File: src/rtl/branch_resolve_unit_pkg.sv
// Shared constants for the branch resolve unit: branch-op bit positions,
// prediction/ok bit order and default widths.
package branch_resolve_unit_pkg;

  localparam int XLEN_DEF     = 32;
  localparam int PC_WIDTH_DEF = 32;
  localparam int BR_W_DEF     = 6;

  // One-hot branch condition bit indices
  localparam int BRANCH_EQ  = 0;
  localparam int BRANCH_NE  = 1;
  localparam int BRANCH_LT  = 2;
  localparam int BRANCH_GE  = 3;
  localparam int BRANCH_LTU = 4;
  localparam int BRANCH_GEU = 5;

  // Bit order of in_pred / trn_ok: {global, local, final}
  localparam int PRED_FINAL  = 0;
  localparam int PRED_LOCAL  = 1;
  localparam int PRED_GLOBAL = 2;

endpackage

File: src/rtl/branch_resolve_unit_if.sv
// Request, redirect and training-record signals of the branch resolve unit.
interface branch_resolve_unit_if #(
  parameter int XLEN     = 32,
  parameter int PC_WIDTH = 32,
  parameter int BR_W     = 6
);
  // Handshakes: a transfer happens on a rising clk edge where valid & ready are
  // both high; valid may not depend on ready, and payload is stable while valid.
  logic                in_valid;
  logic                in_ready;
  logic                in_op_branch;
  logic                in_op_jalr;
  logic                in_ecall;
  logic                in_mret;
  logic [BR_W-1:0]     in_br_op;
  logic [XLEN-1:0]     in_rs1;
  logic [XLEN-1:0]     in_rs2;
  logic [XLEN-1:0]     in_csr_data;
  logic [XLEN-1:0]     in_imm;
  logic [PC_WIDTH-1:0] in_pc;
  logic [PC_WIDTH-1:0] in_npc;
  logic [2:0]          in_pred;
  logic                flush;

  logic                redir_valid;
  logic [PC_WIDTH-1:0] redir_pc;
  logic                misalign;

  logic                trn_valid;
  logic                trn_ready;
  logic [PC_WIDTH-1:0] trn_pc;
  logic                trn_taken;
  logic [2:0]          trn_ok;

  modport master (
    output in_valid, in_op_branch, in_op_jalr, in_ecall, in_mret, in_br_op,
           in_rs1, in_rs2, in_csr_data, in_imm, in_pc, in_npc, in_pred, flush,
           trn_ready,
    input  in_ready, redir_valid, redir_pc, misalign,
           trn_valid, trn_pc, trn_taken, trn_ok
  );

  modport slave (
    input  in_valid, in_op_branch, in_op_jalr, in_ecall, in_mret, in_br_op,
           in_rs1, in_rs2, in_csr_data, in_imm, in_pc, in_npc, in_pred, flush,
           trn_ready,
    output in_ready, redir_valid, redir_pc, misalign,
           trn_valid, trn_pc, trn_taken, trn_ok
  );
endinterface

File: src/rtl/br_train_fifo.sv
// Synchronous FIFO holding predictor training records; a write while full is
// accepted only together with a read (read-first).
module br_train_fifo #(
  parameter int DEPTH = 4,
  parameter int W     = 36
) (
  input  logic                       clk,
  input  logic                       rst,
  input  logic                       wr_en,
  input  logic [W-1:0]               wr_data,
  input  logic                       rd_en,
  output logic [W-1:0]               rd_data,
  output logic                       empty,
  output logic                       full,
  output logic [$clog2(DEPTH):0]     count
);
  localparam int AW = $clog2(DEPTH);

  logic [W-1:0]  mem [DEPTH];
  logic [AW-1:0] wr_ptr;
  logic [AW-1:0] rd_ptr;
  logic          do_wr;
  logic          do_rd;

  assign empty   = (count == '0);
  assign full    = (count == (AW+1)'(DEPTH));
  assign do_rd   = rd_en & ~empty;
  assign do_wr   = wr_en & (~full | do_rd);
  assign rd_data = mem[rd_ptr];

  always_ff @(posedge clk) begin
    if (do_wr) mem[wr_ptr] <= wr_data;
  end

  // Pointers wrap naturally because DEPTH is a power of two
  always_ff @(posedge clk or posedge rst) begin
    if (rst) begin
      wr_ptr <= '0;
      rd_ptr <= '0;
      count  <= '0;
    end else begin
      if (do_wr) wr_ptr <= wr_ptr + 1'b1;
      if (do_rd) rd_ptr <= rd_ptr + 1'b1;
      case ({do_wr, do_rd})
        2'b10:   count <= count + 1'b1;
        2'b01:   count <= count - 1'b1;
        default: count <= count;
      endcase
    end
  end
endmodule

File: src/rtl/branch_resolve_unit.sv
// Registered branch/jalr/ecall/mret resolver: redirects fetch on next-PC
// mismatch, queues predictor training records and counts branches/mispredicts.
module branch_resolve_unit
  import branch_resolve_unit_pkg::*;
#(
  parameter int XLEN        = XLEN_DEF,
  parameter int PC_WIDTH    = PC_WIDTH_DEF,
  parameter int BR_W        = BR_W_DEF,
  parameter int TRAIN_DEPTH = 4,
  parameter int CNT_W       = 32
) (
  input  logic                 clk,
  input  logic                 rst,
  branch_resolve_unit_if.slave bus,
  output logic [CNT_W-1:0]     cnt_branch,
  output logic [CNT_W-1:0]     cnt_mispred
);
  localparam int CW = $clog2(TRAIN_DEPTH) + 1;
  localparam int TW = PC_WIDTH + 4;

  logic                s_valid, s_branch, s_jalr, s_trap;
  logic [BR_W-1:0]     s_br_op;
  logic [XLEN-1:0]     s_rs1, s_rs2, s_csr, s_imm;
  logic [PC_WIDTH-1:0] s_pc, s_npc;
  logic [2:0]          s_pred;

  logic                accept;
  logic [XLEN:0]       sub;
  logic                eq, lt, ltu;
  logic [BR_W-1:0]     cond;
  logic                taken;
  logic [XLEN-1:0]     jalr_sum;
  logic [PC_WIDTH-1:0] actual;
  logic                resolve, redir, fifo_wr;
  logic [2:0]          ok;

  logic [TW-1:0]       head;
  logic                fifo_empty, fifo_full;
  logic [CW-1:0]       fifo_count;

  assign accept = bus.in_valid & bus.in_ready;

  // One free slot is reserved for a branch already sitting in the stage
  assign bus.in_ready = ~bus.flush & ~fifo_full &
                        ~((fifo_count == CW'(TRAIN_DEPTH-1)) & s_valid & s_branch);

  always_ff @(posedge clk or posedge rst) begin
    if (rst) begin
      s_valid  <= 1'b0;
      s_branch <= 1'b0;
      s_jalr   <= 1'b0;
      s_trap   <= 1'b0;
      s_br_op  <= '0;
      s_rs1    <= '0;
      s_rs2    <= '0;
      s_csr    <= '0;
      s_imm    <= '0;
      s_pc     <= '0;
      s_npc    <= '0;
      s_pred   <= '0;
    end else begin
      s_valid <= accept;
      if (accept) begin
        s_branch <= bus.in_op_branch;
        s_jalr   <= bus.in_op_jalr;
        s_trap   <= bus.in_ecall | bus.in_mret;
        s_br_op  <= bus.in_br_op;
        s_rs1    <= bus.in_rs1;
        s_rs2    <= bus.in_rs2;
        s_csr    <= bus.in_csr_data;
        s_imm    <= bus.in_imm;
        s_pc     <= bus.in_pc;
        s_npc    <= bus.in_npc;
        s_pred   <= bus.in_pred;
      end
    end
  end

  // Compare on a single subtractor; carry-out clear means rs1 < rs2 unsigned
  assign sub = {1'b0, s_rs1} + {1'b0, ~s_rs2} + {{XLEN{1'b0}}, 1'b1};
  assign eq  = (sub[XLEN-1:0] == '0);
  assign ltu = ~sub[XLEN];
  assign lt  = (s_rs1[XLEN-1] != s_rs2[XLEN-1]) ? s_rs1[XLEN-1] : sub[XLEN-1];

  always_comb begin
    cond             = '0;
    cond[BRANCH_EQ]  = eq;
    cond[BRANCH_NE]  = ~eq;
    cond[BRANCH_LT]  = lt;
    cond[BRANCH_GE]  = ~lt;
    cond[BRANCH_LTU] = ltu;
    cond[BRANCH_GEU] = ~ltu;
  end

  assign taken    = |(s_br_op & cond);
  assign jalr_sum = s_rs1 + s_imm;

  always_comb begin
    actual = s_npc;
    if (s_trap)        actual = s_csr[PC_WIDTH-1:0];
    else if (s_jalr)   actual = jalr_sum[PC_WIDTH-1:0] & ~PC_WIDTH'(1);
    else if (s_branch) actual = taken ? s_pc + s_imm[PC_WIDTH-1:0]
                                      : s_pc + PC_WIDTH'(4);
  end

  assign resolve = s_valid & ~bus.flush;
  assign redir   = resolve & (s_trap | (actual != s_npc));
  assign fifo_wr = resolve & s_branch;

  assign bus.redir_valid = redir;
  assign bus.redir_pc    = redir ? actual : '0;
  assign bus.misalign    = redir & actual[1] & ~s_trap;

  always_comb begin
    ok              = '0;
    ok[PRED_GLOBAL] = (s_pred[PRED_GLOBAL] == taken);
    ok[PRED_LOCAL]  = (s_pred[PRED_LOCAL]  == taken);
    ok[PRED_FINAL]  = (s_pred[PRED_FINAL]  == taken);
  end

  br_train_fifo #(.DEPTH(TRAIN_DEPTH), .W(TW)) u_fifo (
    .clk     (clk),
    .rst     (rst),
    .wr_en   (fifo_wr),
    .wr_data ({s_pc, taken, ok}),
    .rd_en   (bus.trn_ready),
    .rd_data (head),
    .empty   (fifo_empty),
    .full    (fifo_full),
    .count   (fifo_count)
  );

  // Head fields are masked so an empty FIFO presents all zeros
  assign bus.trn_valid = ~fifo_empty;
  assign bus.trn_pc    = fifo_empty ? '0   : head[TW-1:4];
  assign bus.trn_taken = fifo_empty ? 1'b0 : head[3];
  assign bus.trn_ok    = fifo_empty ? '0   : head[2:0];

  always_ff @(posedge clk or posedge rst) begin
    if (rst) begin
      cnt_branch  <= '0;
      cnt_mispred <= '0;
    end else begin
      if (fifo_wr && (cnt_branch != '1))
        cnt_branch <= cnt_branch + 1'b1;
      if (redir && !s_trap && (cnt_mispred != '1))
        cnt_mispred <= cnt_mispred + 1'b1;
    end
  end
endmodule
File: src/flat_wrapper.sv
// flat-port wrapper written by rule: the top's interface ports become plain ports
module branch_resolve_unit_flat import branch_resolve_unit_pkg::*;
#(
  parameter int XLEN        = XLEN_DEF,
  parameter int PC_WIDTH    = PC_WIDTH_DEF,
  parameter int BR_W        = BR_W_DEF,
  parameter int TRAIN_DEPTH = 4,
  parameter int CNT_W       = 32
)
  (clk, rst, cnt_branch, cnt_mispred, bus_in_valid, bus_in_op_branch, bus_in_op_jalr, bus_in_ecall, bus_in_mret, bus_in_br_op, bus_in_rs1, bus_in_rs2, bus_in_csr_data, bus_in_imm, bus_in_pc, bus_in_npc, bus_in_pred, bus_flush, bus_trn_ready, bus_in_ready, bus_redir_valid, bus_redir_pc, bus_misalign, bus_trn_valid, bus_trn_pc, bus_trn_taken, bus_trn_ok);
  branch_resolve_unit_if #(.XLEN(XLEN), .PC_WIDTH(PC_WIDTH), .BR_W(BR_W)) bus_i ();
  input  logic clk;
  input  logic rst;
  output logic [CNT_W-1:0] cnt_branch;
  output logic [CNT_W-1:0] cnt_mispred;
  input wire logic [$bits(bus_i.in_valid)-1:0] bus_in_valid;
  input wire logic [$bits(bus_i.in_op_branch)-1:0] bus_in_op_branch;
  input wire logic [$bits(bus_i.in_op_jalr)-1:0] bus_in_op_jalr;
  input wire logic [$bits(bus_i.in_ecall)-1:0] bus_in_ecall;
  input wire logic [$bits(bus_i.in_mret)-1:0] bus_in_mret;
  input wire logic [$bits(bus_i.in_br_op)-1:0] bus_in_br_op;
  input wire logic [$bits(bus_i.in_rs1)-1:0] bus_in_rs1;
  input wire logic [$bits(bus_i.in_rs2)-1:0] bus_in_rs2;
  input wire logic [$bits(bus_i.in_csr_data)-1:0] bus_in_csr_data;
  input wire logic [$bits(bus_i.in_imm)-1:0] bus_in_imm;
  input wire logic [$bits(bus_i.in_pc)-1:0] bus_in_pc;
  input wire logic [$bits(bus_i.in_npc)-1:0] bus_in_npc;
  input wire logic [$bits(bus_i.in_pred)-1:0] bus_in_pred;
  input wire logic [$bits(bus_i.flush)-1:0] bus_flush;
  input wire logic [$bits(bus_i.trn_ready)-1:0] bus_trn_ready;
  output wire logic [$bits(bus_i.in_ready)-1:0] bus_in_ready;
  output wire logic [$bits(bus_i.redir_valid)-1:0] bus_redir_valid;
  output wire logic [$bits(bus_i.redir_pc)-1:0] bus_redir_pc;
  output wire logic [$bits(bus_i.misalign)-1:0] bus_misalign;
  output wire logic [$bits(bus_i.trn_valid)-1:0] bus_trn_valid;
  output wire logic [$bits(bus_i.trn_pc)-1:0] bus_trn_pc;
  output wire logic [$bits(bus_i.trn_taken)-1:0] bus_trn_taken;
  output wire logic [$bits(bus_i.trn_ok)-1:0] bus_trn_ok;
  assign bus_i.in_valid = bus_in_valid;
  assign bus_i.in_op_branch = bus_in_op_branch;
  assign bus_i.in_op_jalr = bus_in_op_jalr;
  assign bus_i.in_ecall = bus_in_ecall;
  assign bus_i.in_mret = bus_in_mret;
  assign bus_i.in_br_op = bus_in_br_op;
  assign bus_i.in_rs1 = bus_in_rs1;
  assign bus_i.in_rs2 = bus_in_rs2;
  assign bus_i.in_csr_data = bus_in_csr_data;
  assign bus_i.in_imm = bus_in_imm;
  assign bus_i.in_pc = bus_in_pc;
  assign bus_i.in_npc = bus_in_npc;
  assign bus_i.in_pred = bus_in_pred;
  assign bus_i.flush = bus_flush;
  assign bus_i.trn_ready = bus_trn_ready;
  assign bus_in_ready = bus_i.in_ready;
  assign bus_redir_valid = bus_i.redir_valid;
  assign bus_redir_pc = bus_i.redir_pc;
  assign bus_misalign = bus_i.misalign;
  assign bus_trn_valid = bus_i.trn_valid;
  assign bus_trn_pc = bus_i.trn_pc;
  assign bus_trn_taken = bus_i.trn_taken;
  assign bus_trn_ok = bus_i.trn_ok;
  branch_resolve_unit #(.XLEN(XLEN), .PC_WIDTH(PC_WIDTH), .BR_W(BR_W), .TRAIN_DEPTH(TRAIN_DEPTH), .CNT_W(CNT_W)) u_core (.clk(clk), .rst(rst), .bus(bus_i), .cnt_branch(cnt_branch), .cnt_mispred(cnt_mispred));
endmodule
File: config.mk
export PLATFORM = sky130hd
export DESIGN_NAME = branch_resolve_unit_flat
export DESIGN_NICKNAME = d
export VERILOG_FILES = /design/src/rtl/branch_resolve_unit_pkg.sv /design/src/rtl/branch_resolve_unit_if.sv /design/src/rtl/br_train_fifo.sv /design/src/rtl/branch_resolve_unit.sv /design/src/flat_wrapper.sv
export SDC_FILE = /design/constraint.sdc
export NUM_CORES = 1
export LEC_CHECK = 0
export BUFFER_PORTS_ARGS = -buffer_cell sky130_fd_sc_hd__buf_2
export CAP_MARGIN = 10
export CORE_ASPECT_RATIO = 1.5
export CORE_UTILIZATION = 50
export CTS_CLUSTER_DIAMETER = 200
export DETAILED_ROUTE_END_ITERATION = 8
export GPL_TIMING_DRIVEN = 0
export PLACE_DENSITY = 0.71
export SLEW_MARGIN = 15
export SYNTH_ARGS = -nofsm -noshare
export SYNTH_HDL_FRONTEND = slang
export SYNTH_HIERARCHICAL = 1
export SYNTH_SLANG_ARGS = --single-unit
File: constraint.sdc
create_clock -name clk -period 23.7 [get_ports clk]
set_input_delay 1.185 -clock clk [delete_from_list [all_inputs] [get_ports clk]]
set_output_delay 1.185 -clock clk [all_outputs]
set_load 0.05 [all_outputs]
==> results by group <==
Floorplanning
  • Num rows: 100
  • Die Wd: 186.1 µm
  • Die area: 51760 µm²
  • Starting Density: 50.91%
  • I/O Pins: 346
  • Core Area: 49920 µm²
  • DIE HEIGHT: 278.1 µm

Timing
  • Max frequency: 85.38 MHz
  • Final hold viol count: 0
  • Hold slack: 0.4690 ns
  • Final Setup Violations: 0
  • Worst Max-Slew Pin Slew: 1.316 ns
  • RSZ-0062 raised after global routing: no
  • Post-Route Skew: 0.02632 ns
  • Max transition margin: 12.30%
  • Fin crit period: 11.71 ns
  • Tcrit/Tclk final: 49.42%
  • Setup TNS: 0 ns
  • Slew Viols, Final: 0
  • Final WS setup: 11.99 ns

Clock tree
  • CTS Hold Bufs: 0
  • Clock root buffer: clkbuf_16
  • CTS Buf Count: 42
  • Reg clk slew, reported paths: 0.06 ns
  • Clock Latency Late Sink: 0.57 ns
  • Clock Path Buffers: 3
  • CTS sink cnt: 420
  • H-Tree Depth: 2
  • CTS resizes: 0
  • CTS tree: done
  • Post-CTS setup buffers: 0

Power and ir drop
  • Clk network pwr share: 16.2%
  • Switching Fraction: 50.63%
  • Psw: 0.002170 W
  • Logic pwr share: 56.4%
  • Max IR drop VDD: 91.72 µV
  • PD cells: 145.3 nW/µm²
  • Internal: 0.002116 W
  • Leakage power: 13.42 nW
  • Seq pwr share: 27.4%
  • Total power: 0.004286 W

Place
  • Hpwl dp: 80010 µm
  • Placed cell count: 3782
  • Setup WS pre-CTS: 12.87 ns
  • GP Congestion: 1.095
  • I/O Buffers: 344

Logic synthesis
  • Post-synth EDFFs: 144
  • Synthesis warning total: 6
  • Yosys top cell by area: dfrtp_1
  • Flops & latches, synth: 420
  • Top_reg_cell synth: dfrtp_1
  • Cells after Synth: 2773
  • Asr flop ratio synth: 65.71%
  • Synth area leaders: dfrtp_1 27%, edfxtp_1 17%, nand2_1 10%
  • Cell variety after synth: 91
  • Post-synth top cells: 683 x nand2_1, 276 x dfrtp_1, 144 x edfxtp_1
  • Yosys top cell area share: 27.17%
  • Post-Syn Area per Cell: 9.166 µm²
  • Sequential fraction of the synthesis area: 44.18%
  • Syn_nets: 3087
  • Count leader, synth: nand2_1
  • Mapped Area: 25420 µm²

Job
  • Max-cap violations: 0

Final layout
  • Storage element area: 11230 µm²
  • Final Non-Filler Cells: 3865
  • Multi-input logic area: 13300 µm²
  • Fin nets: 3477
  • Layout area overhead: 16.07%
  • Layout cells sized above 1: 16.71%
  • Fillcell total: 4394

Global route
  • Initial antenna violation count: 7
  • First-pass GRT wire length: 146500 µm
  • GRT overflow: 0
  • Vias in the first global route: 23705
  • All-layer global routing usage: 39.27%
  • Largest net degree at the start of global routing: 115

Worst setup path
  • Slowest CP cell: o21ai_0
  • Worst setup path category: reg2out
  • CP top delay family: compound AO/OA/AOI/OAI gates
  • R2R cell count: 29
  • Crit path depth: 28
  • Critical Path Start Type: flop
  • WP data arrival: 10.53 ns
  • Worst Path Buf+Inv: 6
  • Critical Path Sink Type: primary output
  • Worst path required time: 22.51 ns
  • Slowest stage delay, CP: 0.83 ns
  • CP Max Fanout: 10

Min path
  • Worst Hold Depth: 2
  • Hold Path Class: reg2reg

Route
  • DRT iter0 DRCs: 1816
  • Total wire length: 101200 µm
  • Drt first pass iters: 7
  • Antenna-violating nets left: 0
  • Vias per std cell: 6.101
  • WL/cell: 26.19 µm
  • Drt drc: 0
  • Detailed-route via count: 23579

Run status
  • Status: complete, no violations
## sequential cells by signal (all words and copies together) (netlist names), 3 cells and up
signal / cells
u_core/s_rs2: 32
u_core/u_fifo/mem: 144
u_core/s_br_op: 6
u_core/s_npc: 32
u_core/u_fifo/count: 3
u_core/cnt_mispred: 32
u_core/s_rs1: 32
u_core/s_csr: 32
u_core/cnt_branch: 32
u_core/s_pred: 3
u_core/s_imm: 32
u_core/s_pc: 32
## tightest hold or removal path: stages (launching register included)
cell     delay, ns
dfrtp_1       0.33
nand2_1       0.05
nand2_1       0.06
## logic make-up (layout without fill, tap and decap cells)
kind of cell / count (synthesis) / after routing / synth area share, %
AND/OR/NAND/NOR: 1232 / 1232 / 21.96
XOR/XNOR: 161 / 161 / 5.548
AO/OA/AOI/OAI: 555 / 555 / 14.42
other: 0 / 7 / 0
adder cells (fa/ha/maj): 104 / 104 / 5.238
multiplexers: 84 / 84 / 5.169
buffers and inverters: 217 / 639 / 3.480
flip-flops: 420 / 420 / 44.18
## area by class of cell
class / instances / share of cell area [%]
multi-input combinational: 2136 / 45.09
sequential: 420 / 38.07
timing repair buffer: 346 / 6.022
clock buffer: 60 / 4.351
tap: 663 / 2.812
buffer: 126 / 1.845
inverter: 91 / 1.183
clock inverter: 16 / 0.5725
antenna: 7 / 0.05937
## metal layers
metal | wire, µm | GRT usage, % | share of wire, % | up-vias
li1 | - | - | - | 10636
met1 | 34050 | 40.38 | 34 | 11448
met4 | 9544 | 32.79 | 9.4 | 0
met3 | 6960 | 7.720 | 6.9 | 376
met2 | 50670 | 67.91 | 50 | 1119
met5 | 0 | 0 | 0 | -
## metrics by stage
step	util [%]	area, µm²
floorplan	-	25420
global placement	56.03	27970
detailed placement	56.15	28030
CTS	59.06	29490
global route	59.08	29500
finish	59.10	29500
## layout by cell type (no fill, tap or decap), types with 11 or more instances in the layout
cell         n
o211ai_1    23
o21a_1      24
o22ai_1     12
nor3_1      55
edfxtp_1   144
a31oi_1     20
nor4_1      12
clkbuf_1    97
nand2_1    683
and3_1      42
a211oi_1    34
mux2i_1     33
or2_2       11
mux4_2      36
nand4_1     41
nand2b_1    14
o21ai_0    136
xnor2_1    106
xor2_1      55
buf_2      364
or3_1       11
dfrtp_1    276
ha_1       100
a21oi_1    123
nor2b_1     55
and2_1      29
inv_1       89
a21o_1      31
nand3_1     93
clkbuf_16   45
nor2_1     135
mux2_2      13
## power groups by stage
stage	clock, W	sequential (W)	combinational [W]
finish	0.000695	0.00118	0.00242
global route	0.000733	0.00118	0.00257
CTS	0.000707	0.00116	0.00235
detailed placement	0	0.00118	0.00234
global placement	0	0.00117	0.00231
floorplan	0	0.00106	0.00162
## path summary, 6_finish.rpt
path / to / slack, ns / start
max: bus_redir_pc[28] / 11.99 / u_core/s_rs1[18]
max reg2reg: u_core/cnt_mispred[6] / 14.15 / u_core/s_rs1[18]
min in group asynchronous: u_core/s_pc[18] / 0.61 / rst
min: u_core/s_br_op[0] / 0.47 / u_core/s_br_op[0]
max in group asynchronous: u_core/s_csr[30] / 22.12 / rst
min reg2reg: u_core/s_br_op[0] / 0.47 / u_core/s_br_op[0]
No activity file was read; power rests on OpenSTA's default activity.
